[config.mk]
export PLATFORM = sky130hd
export DESIGN_NAME = servo_width_stepper
export DESIGN_NICKNAME = d
export VERILOG_FILES = /design/src/rtl/servo_ui_pkg.sv /design/src/rtl/button_debouncer.sv /design/src/rtl/servo_width_stepper.sv
export SDC_FILE = /design/constraint.sdc
export NUM_CORES = 1
export LEC_CHECK = 0
export BUFFER_PORTS_ARGS = -buffer_cell sky130_fd_sc_hd__buf_2
export CAP_MARGIN = 10
export CORE_MARGIN = 10
export CORE_UTILIZATION = 31
export CTS_BUF_LIST = sky130_fd_sc_hd__clkbuf_4 sky130_fd_sc_hd__clkbuf_8 sky130_fd_sc_hd__clkbuf_16
export CTS_CLUSTER_DIAMETER = 120
export DETAILED_ROUTE_END_ITERATION = 12
export GPL_ROUTABILITY_DRIVEN = 0
export GPL_TIMING_DRIVEN = 0
export HOLD_SLACK_MARGIN = 0.02
export PLACE_DENSITY_LB_ADDON = 0.05
export SYNTH_ARGS = -nofsm -noshare
export SYNTH_HDL_FRONTEND = slang
export SYNTH_SLANG_ARGS = --single-unit
[constraint.sdc]
create_clock -name clk -period 4.2 [get_ports clk]
set_input_delay 0.42 -clock clk [delete_from_list [all_inputs] [get_ports clk]]
set_output_delay 0.42 -clock clk [all_outputs]
set_load 0.05 [all_outputs]
[src/rtl/servo_ui_pkg.sv]
// ----------------------------------------------------------------------------
// servo_ui_pkg
//   Shared types and constants for the servo pulse-width operator stage.
//   - stepper_state_t : key-handling FSM states
//   - width_cmd_t     : per-cycle width command decoded from the FSM
//   - WIDTH_W, ABS_*  : pulse-width register width and default bounds (us)
//   - apply_width_cmd : saturating step / recentre arithmetic
// ----------------------------------------------------------------------------
package servo_ui_pkg;

  localparam int unsigned WIDTH_W     = 16;
  localparam int unsigned ABS_MIN     = 500;
  localparam int unsigned ABS_MAX     = 2500;
  localparam int unsigned ABS_DEFAULT = 1500;

  typedef enum logic [1:0] {
    IDLE      = 2'd0,
    HOLD_WAIT = 2'd1,
    REPEAT    = 2'd2,
    LOCKED    = 2'd3
  } stepper_state_t;

  typedef enum logic [1:0] {
    CMD_NONE   = 2'd0,
    CMD_UP     = 2'd1,
    CMD_DOWN   = 2'd2,
    CMD_CENTRE = 2'd3
  } width_cmd_t;

  // One extra bit of headroom so width+step can never wrap before the
  // comparison against the upper bound.
  function automatic logic [WIDTH_W-1:0] apply_width_cmd(
    input logic [WIDTH_W-1:0] width,
    input width_cmd_t         cmd,
    input logic [WIDTH_W-1:0] lo,
    input logic [WIDTH_W-1:0] hi,
    input logic [WIDTH_W-1:0] centre,
    input logic [WIDTH_W-1:0] step
  );
    logic [WIDTH_W:0] up_sum;
    logic [WIDTH_W:0] down_floor;
    logic [WIDTH_W-1:0] result;
    up_sum     = {1'b0, width} + {1'b0, step};
    down_floor = {1'b0, lo} + {1'b0, step};
    case (cmd)
      CMD_UP:     result = (up_sum > {1'b0, hi}) ? hi : up_sum[WIDTH_W-1:0];
      CMD_DOWN:   result = ({1'b0, width} < down_floor) ? lo : (width - step);
      CMD_CENTRE: result = centre;
      default:    result = width;
    endcase
    return result;
  endfunction

endpackage

[src/rtl/button_debouncer.sv]
// ----------------------------------------------------------------------------
// button_debouncer
//   Conditions one raw, asynchronous, active-low push-button: 2-FF
//   synchronizer, inversion to active-high, then a stable-level counter.
//   The debounced level flips only after the synchronized level has
//   disagreed with it for DEBOUNCE_CYCLES+1 consecutive cycles; any cycle of
//   agreement clears the counter, so bounces shorter than that are ignored.
//
//   Ports
//     clk     : system clock
//     reset   : synchronous, active-high; synchronizer and output -> released
//     key_n   : raw active-low key
//     pressed : debounced, active-high key level
// ----------------------------------------------------------------------------
module button_debouncer #(
  parameter int unsigned DEBOUNCE_CYCLES = 500000
) (
  input  logic clk,
  input  logic reset,
  input  logic key_n,
  output logic pressed
);

  localparam int unsigned CNT_W = $clog2(DEBOUNCE_CYCLES + 1);

  logic             r_meta;
  logic             r_sync;
  logic [CNT_W-1:0] r_cnt;
  logic             r_pressed;

  logic w_level;
  logic w_differs;

  assign w_level   = ~r_sync;
  assign w_differs = (w_level != r_pressed);

  // NOTE: all state here is updated with non-blocking assignments so every
  // flop samples the pre-edge value of its neighbours; a blocking '=' would
  // collapse the two synchronizer stages into one.
  always_ff @(posedge clk) begin
    if (reset) begin
      r_meta    <= 1'b1;
      r_sync    <= 1'b1;
      r_cnt     <= '0;
      r_pressed <= 1'b0;
    end else begin
      r_meta <= key_n;
      r_sync <= r_meta;
      if (w_differs) begin
        if (r_cnt == CNT_W'(DEBOUNCE_CYCLES)) begin
          r_pressed <= w_level;
          r_cnt     <= '0;
        end else begin
          r_cnt <= r_cnt + CNT_W'(1);
        end
      end else begin
        r_cnt <= '0;
      end
    end
  end

  assign pressed = r_pressed;

endmodule

[src/rtl/servo_width_stepper.sv]
// ----------------------------------------------------------------------------
// servo_width_stepper
//   Turns two raw push-buttons into a saturating 16-bit servo pulse width in
//   microseconds. Single press = one step, hold = auto-repeat after an
//   initial delay, both keys together = recentre to DEFAULT_WIDTH and lock
//   out stepping until both keys are released.
//
//   Ports
//     clk           : system clock (50 MHz)
//     reset         : synchronous, active-high
//     key_up_n      : raw active-low up key
//     key_down_n    : raw active-low down key
//     width_out     : current pulse width (us), MIN_WIDTH..MAX_WIDTH
//     width_changed : one-cycle pulse on the cycle width_out takes a new value
//     tick          : one-cycle display refresh strobe, free-running, also
//                     forced the cycle after width_changed
//     at_min        : width_out == MIN_WIDTH
//     at_max        : width_out == MAX_WIDTH
// ----------------------------------------------------------------------------
module servo_width_stepper
  import servo_ui_pkg::*;
#(
  parameter int unsigned DEBOUNCE_CYCLES = 500000,
  parameter int unsigned HOLD_CYCLES     = 25000000,
  parameter int unsigned REPEAT_CYCLES   = 5000000,
  parameter int unsigned TICK_CYCLES     = 5000000,
  parameter int unsigned MIN_WIDTH       = ABS_MIN,
  parameter int unsigned MAX_WIDTH       = ABS_MAX,
  parameter int unsigned DEFAULT_WIDTH   = ABS_DEFAULT,
  parameter int unsigned STEP            = 10
) (
  input  logic               clk,
  input  logic               reset,
  input  logic               key_up_n,
  input  logic               key_down_n,
  output logic [WIDTH_W-1:0] width_out,
  output logic               width_changed,
  output logic               tick,
  output logic               at_min,
  output logic               at_max
);

  // --------------------------------------------------------------------------
  // Parameter legality
  // --------------------------------------------------------------------------
  if (!(MIN_WIDTH <= DEFAULT_WIDTH && DEFAULT_WIDTH <= MAX_WIDTH &&
        MAX_WIDTH <= 9999 && STEP >= 1 && STEP <= 9999 &&
        DEBOUNCE_CYCLES >= 1 && HOLD_CYCLES >= 1 &&
        REPEAT_CYCLES >= 1 && TICK_CYCLES >= 1)) begin : g_bad_params
    $error("servo_width_stepper: illegal parameter combination");
  end

  localparam int unsigned DELAY_MAX = (HOLD_CYCLES > REPEAT_CYCLES) ?
                                      HOLD_CYCLES : REPEAT_CYCLES;
  localparam int unsigned CNT_W  = $clog2(DELAY_MAX + 1);
  localparam int unsigned TICK_W = $clog2(TICK_CYCLES + 1);

  localparam logic [WIDTH_W-1:0] MIN_W     = WIDTH_W'(MIN_WIDTH);
  localparam logic [WIDTH_W-1:0] MAX_W     = WIDTH_W'(MAX_WIDTH);
  localparam logic [WIDTH_W-1:0] DEFAULT_W = WIDTH_W'(DEFAULT_WIDTH);
  localparam logic [WIDTH_W-1:0] STEP_W    = WIDTH_W'(STEP);
  localparam logic [CNT_W-1:0]   HOLD_LAST = CNT_W'(HOLD_CYCLES - 1);
  localparam logic [CNT_W-1:0]   REP_LAST  = CNT_W'(REPEAT_CYCLES - 1);
  localparam logic [TICK_W-1:0]  TICK_LAST = TICK_W'(TICK_CYCLES - 1);

  // --------------------------------------------------------------------------
  // Input conditioning
  // --------------------------------------------------------------------------
  logic w_up;
  logic w_down;

  button_debouncer #(.DEBOUNCE_CYCLES(DEBOUNCE_CYCLES)) u_deb_up (
    .clk     (clk),
    .reset   (reset),
    .key_n   (key_up_n),
    .pressed (w_up)
  );

  button_debouncer #(.DEBOUNCE_CYCLES(DEBOUNCE_CYCLES)) u_deb_down (
    .clk     (clk),
    .reset   (reset),
    .key_n   (key_down_n),
    .pressed (w_down)
  );

  // --------------------------------------------------------------------------
  // State
  // --------------------------------------------------------------------------
  stepper_state_t     r_state;
  logic [CNT_W-1:0]   r_cnt;
  logic               r_dir_up;       // which key started the current hold
  logic [WIDTH_W-1:0] r_width;
  logic               r_width_changed;
  logic               r_at_min;
  logic               r_at_max;
  logic [TICK_W-1:0]  r_tick_cnt;
  logic               r_tick;

  logic               w_both;
  logic               w_dir_held;
  width_cmd_t         w_dir_cmd;
  width_cmd_t         w_cmd;
  logic [WIDTH_W-1:0] w_cmd_width;

  assign w_both     = w_up & w_down;
  assign w_dir_held = r_dir_up ? w_up : w_down;
  assign w_dir_cmd  = r_dir_up ? CMD_UP : CMD_DOWN;

  // Width command for this cycle. The FSM below uses the same conditions for
  // its transitions; keeping the decode here lets the width register and its
  // flags update on the very edge the step is decided.
  // NOTE: w_cmd gets a default before the case so no path leaves it
  // unassigned, which would otherwise infer a latch.
  always_comb begin
    w_cmd = CMD_NONE;
    case (r_state)
      IDLE: begin
        if (w_both)      w_cmd = CMD_CENTRE;
        else if (w_up)   w_cmd = CMD_UP;
        else if (w_down) w_cmd = CMD_DOWN;
      end
      HOLD_WAIT: begin
        if (w_both)                              w_cmd = CMD_CENTRE;
        else if (w_dir_held && r_cnt == HOLD_LAST) w_cmd = w_dir_cmd;
      end
      REPEAT: begin
        if (w_both)                             w_cmd = CMD_CENTRE;
        else if (w_dir_held && r_cnt == REP_LAST) w_cmd = w_dir_cmd;
      end
      default: w_cmd = CMD_NONE;
    endcase
  end

  assign w_cmd_width = apply_width_cmd(r_width, w_cmd, MIN_W, MAX_W,
                                       DEFAULT_W, STEP_W);

  // --------------------------------------------------------------------------
  // Key FSM and width register
  // --------------------------------------------------------------------------
  always_ff @(posedge clk) begin
    if (reset) begin
      r_state         <= IDLE;
      r_cnt           <= '0;
      r_dir_up        <= 1'b0;
      r_width         <= DEFAULT_W;
      r_width_changed <= 1'b0;
      r_at_min        <= (DEFAULT_W == MIN_W);
      r_at_max        <= (DEFAULT_W == MAX_W);
    end else begin
      // Width and its flags move together so at_min/at_max never lag.
      if (w_cmd != CMD_NONE) begin
        r_width         <= w_cmd_width;
        r_width_changed <= (w_cmd_width != r_width);
        r_at_min        <= (w_cmd_width == MIN_W);
        r_at_max        <= (w_cmd_width == MAX_W);
      end else begin
        r_width_changed <= 1'b0;
      end

      case (r_state)
        IDLE: begin
          r_cnt <= '0;
          if (w_both) begin
            r_state <= LOCKED;
          end else if (w_up || w_down) begin
            r_dir_up <= w_up;
            r_state  <= HOLD_WAIT;
          end
        end
        HOLD_WAIT: begin
          if (w_both) begin
            r_state <= LOCKED;
          end else if (!w_dir_held) begin
            r_state <= IDLE;
          end else if (r_cnt == HOLD_LAST) begin
            r_cnt   <= '0;
            r_state <= REPEAT;
          end else begin
            r_cnt <= r_cnt + CNT_W'(1);
          end
        end
        REPEAT: begin
          if (w_both) begin
            r_state <= LOCKED;
          end else if (!w_dir_held) begin
            r_state <= IDLE;
          end else if (r_cnt == REP_LAST) begin
            r_cnt <= '0;
          end else begin
            r_cnt <= r_cnt + CNT_W'(1);
          end
        end
        LOCKED: begin
          r_cnt <= '0;
          if (!w_up && !w_down) r_state <= IDLE;
        end
        default: r_state <= IDLE;
      endcase
    end
  end

  // --------------------------------------------------------------------------
  // Display refresh tick
  // --------------------------------------------------------------------------
  // A forced tick is suppressed if a tick is already on the line this cycle
  // (the display already sees the new width), and then the free-running count
  // is left alone. Whatever fires, tick is never high two cycles running.
  logic w_tick_force;
  logic w_tick_natural;
  logic w_tick_restart;

  assign w_tick_force   = r_width_changed & ~r_tick;
  assign w_tick_natural = (r_tick_cnt == TICK_LAST);
  assign w_tick_restart = w_tick_force | w_tick_natural;

  always_ff @(posedge clk) begin
    if (reset) begin
      r_tick_cnt <= '0;
      r_tick     <= 1'b0;
    end else begin
      r_tick     <= w_tick_restart & ~r_tick;
      r_tick_cnt <= w_tick_restart ? '0 : (r_tick_cnt + TICK_W'(1));
    end
  end

  assign width_out     = r_width;
  assign width_changed = r_width_changed;
  assign tick          = r_tick;
  assign at_min        = r_at_min;
  assign at_max        = r_at_max;

endmodule
==> metrics.yaml <==
floorplanning:
  die_h_um: 163
  initial_core_util_pct: 31.4
  rows: 52
  dieWidth_um: 163
  dieArea_um2: 26500
  io_pins: 24
  core_area_um2: 20200
setup_path:
  cp_cell_sequence: "clkbuf_1 > or2_0 > nand4_1 > nor3b_1 > a2bb2o_1 > nor3b_1 > o221a_4 > o21bai_1 > or4_1 > or4_1 > o31ai_1"
  r2r_cells: 11
  cpMaxStageDelayCell: "or4_1"
  endpoint_kind: "register"
  reg2reg_from: "width_out[3]$_SDFFE_PP1N_"
  r2r_end: "at_min$_SDFFE_PP0N_"
  cp.required_ns: 4.53
  worstPathArrival_ns: 4.34
  reg2reg_slack_ns: 0.19
  worstSetupPathType: "reg2reg"
  cpPeakStageDelay_ns: 0.58
  startpoint_type: "register"
  crit_fanout: 10
sta:
  worst_slew_pin_slew_ns: 0.893
  fin_crit_ns: 4.01
  layout_setup_ws_ns: 0.189
  slew_headroom_pct: 40.5
  final.period_utilization_pct: 95.5
  rsz0062_at_grt: "no"
  fin_worst_skew_ns: 0.0115
  finalHoldViolCount: 0
  maxSlewViolCount: 0
  finalSetupViolCount: 0
  fmax_ghz: 0.249
job:
  max-cap-violations: 0
detailed_routing:
  drtAntennaViolNets: 0
  drtIter0Drc: 393
  vias_per_cell: 5.13
  wire_per_inst_um: 15.4
  dr_total_vias: 5718
  route.detailed.drc: 0
  first_pass_iters: 5
  totalWireLength_um: 17100
yosys:
  synth_cells: 790
  synthFlopType: "dfxtp_1"
  synthArstFlopShare_pct: 0
  synth_area_leaders: "dfxtp_1, nor2_1, xor2_1"
  synthDistinctLibCells: 68
  post-synth-top-count-cell: "nor2_1"
  synth_edf_count: 0
  ys_warn_count: 0
  yosysTopAreaCellShare_pct: 36.4
  synth_top_area_cell: "dfxtp_1"
  yosysSeqAreaShare_pct: 36.4
  synthTopCellsByCount: "nor2_1, dfxtp_1, nand2_1"
  avgSynthCellArea_um2: 8.00
  ys_seq_elements: 115
  syn_area_um2: 6320
  syn_nets: 806
global_route:
  grt_pass1_vias: 5487
  overflow: 0
  grt_first_pass_wirelength_um: 28200
  antenna_found_initial: 0
  grt_max_degree: 17
  grt_use_total_pct: 13.1
placed_design:
  dpl.hpwl_um: 12400
  place_ws_ns: -0.00220
  io_buffers: 23
  dp.cells: 1083
cells_and_area:
  nets: 848
  num-fill-cells: 2143
  diodes: 0
  fin_cells: 1115
  synthToLayoutAreaGrowth_pct: 17.7
  drive_gt1_share_pct: 10.5
min_path:
  hold_path_end: "u_deb_up.r_meta$_SDFF_PP1_"
  hold_class: "in2reg"
  min_path_cells: 2
  holdCritStartpoint: "key_up_n"
clock_tree:
  cts_tree: "built"
  ctsRootBufferMaster: "clkbuf_16"
  clkSinkCount: 115
  htreeDepth: 4
  cts_inserted_buffers: 17
  clock_path_buffers: 2
  clk_pin_slew_ns: 0.06
  postCtsHoldBufs: 0
  insertion_delay_ns: 0.42
power_and_ir_drop:
  power_density_nw_per_um2: 359
  irDropWorstVdd_mv: 0.274
  leakagePower_nw: 2.52
  fin_total_pwr_mw: 2.67
status:
  status: "completed"
## area by class of cell
type	count	area, um2	area share (%)
plain buffers	34	136	1.83
multi-input cells	617	3830	51.4
inverters	24	90.1	1.21
clock buffers	20	467	6.27
clock inverters	12	169	2.27
flip-flops and latches	115	2300	30.9
well taps	270	338	4.54
repair buffers	23	115	1.55
## per-layer routing
layer  share of wire (%)  vias up  track usage (%)
met1                  49     2683             17.2
met2                  45      132             20.3
met3                 5.0       22             3.41
met4                 1.3        0             4.22
li1                    -     2881                -
met5                   0        -                0
## power by group
part           internal, mW  switching (mW)
combinational       0.00733          0.0184
sequential             1.10         0.00335
clock                 0.993           0.553
total                  2.10           0.575
## cell usage in the layout, fill, tap and decap left out, types with 4 or more instances in the layout
cell and n:
or4_1 5, inv_1 24, nand3_1 48, a21o_1 4, nor2b_1 8, xnor2_1 33, nor3_1 9, or2_2 10
mux2i_1 5, ha_1 12, o31ai_1 5, nand2_1 62, buf_2 26, and4_1 6, a22oi_1 5, clkbuf_2 4
nor4_1 8, clkbuf_1 27, a21oi_1 24, nor2_1 130, and3_1 20, a211oi_1 8, or3_1 15, o22ai_1 5
o21ai_0 26, and2_1 4, nor4b_1 4, nand2b_1 10, xor2_1 50, clkbuf_16 17, o21a_1 4, o211ai_1 5
nand4_1 30, o221ai_1 4, dfxtp_1 115
## worst max-delay path, delay by kind of cell (launching register included)
family,cells,cell delay (ns)
DFF,1,0.36
AOI/OAI and AO/OA,4,1.13
and+or+nand+nor,6,2.07
buffers and inverters,1,0.36
## cells by family (layout without fill, tap and decap cells)
logic type,Yosys count,after routing,synth area share [%]
and+or+nand+nor,386,386,31.1
AOI/OAI and AO/OA,131,131,14.3
DFF,115,115,36.4
xor gates and xnor gates,83,83,11.5
buffers and inverters,58,113,3.50
adders and majority gates,12,12,2.37
muxes,5,5,0.791
## what timing repair did
item                                    in CTS  in global routing
buffers inserted                             0                  0
resized for setup                            1                 12
endpoints found under the setup margin       1                  3
pin swaps                                    0                  1
hold endpoints to repair                     0                  0
## registers in the layout, indices dropped and copies added (netlist names), 2 cells and up
name              cells
width_out            16
u_deb_down.r_cnt     19
r_state               2
r_tick_cnt           23
r_cnt                25
u_deb_up.r_cnt       19
## through the flow
step	utilization [%]	TNS (ns)	hold WS, ns	area [um2]
after global placement	33.6	0	0.395	6780
after global routing	36.9	0	0.169	7450
after floorplan	-	0	0.389	6320
after detailed placement	33.6	-0.00220	0.395	6780
final	36.9	0	0.186	7450
after CTS	36.8	0	0.166	7410
## how the worst max path moves through the flow
stage	endpoint	slack [ns]	cells after the start	startpoint
after floorplan	at_min$_SDFFE_PP0N_	0.43	12	width_out[1]$_SDFFE_PP0N_
final	at_min$_SDFFE_PP0N_	0.19	11	width_out[3]$_SDFFE_PP1N_
after detailed placement	at_min$_SDFFE_PP0N_	-0.002	11	width_out[1]$_SDFFE_PP0N_
after CTS	at_min$_SDFFE_PP0N_	0.002	11	width_out[2]$_SDFFE_PP1N_
after global placement	at_min$_SDFFE_PP0N_	0.01	11	width_out[1]$_SDFFE_PP0N_
after global routing	at_min$_SDFFE_PP0N_	0.004	11	width_out[3]$_SDFFE_PP1N_
(Power assumes the default switching activity.)
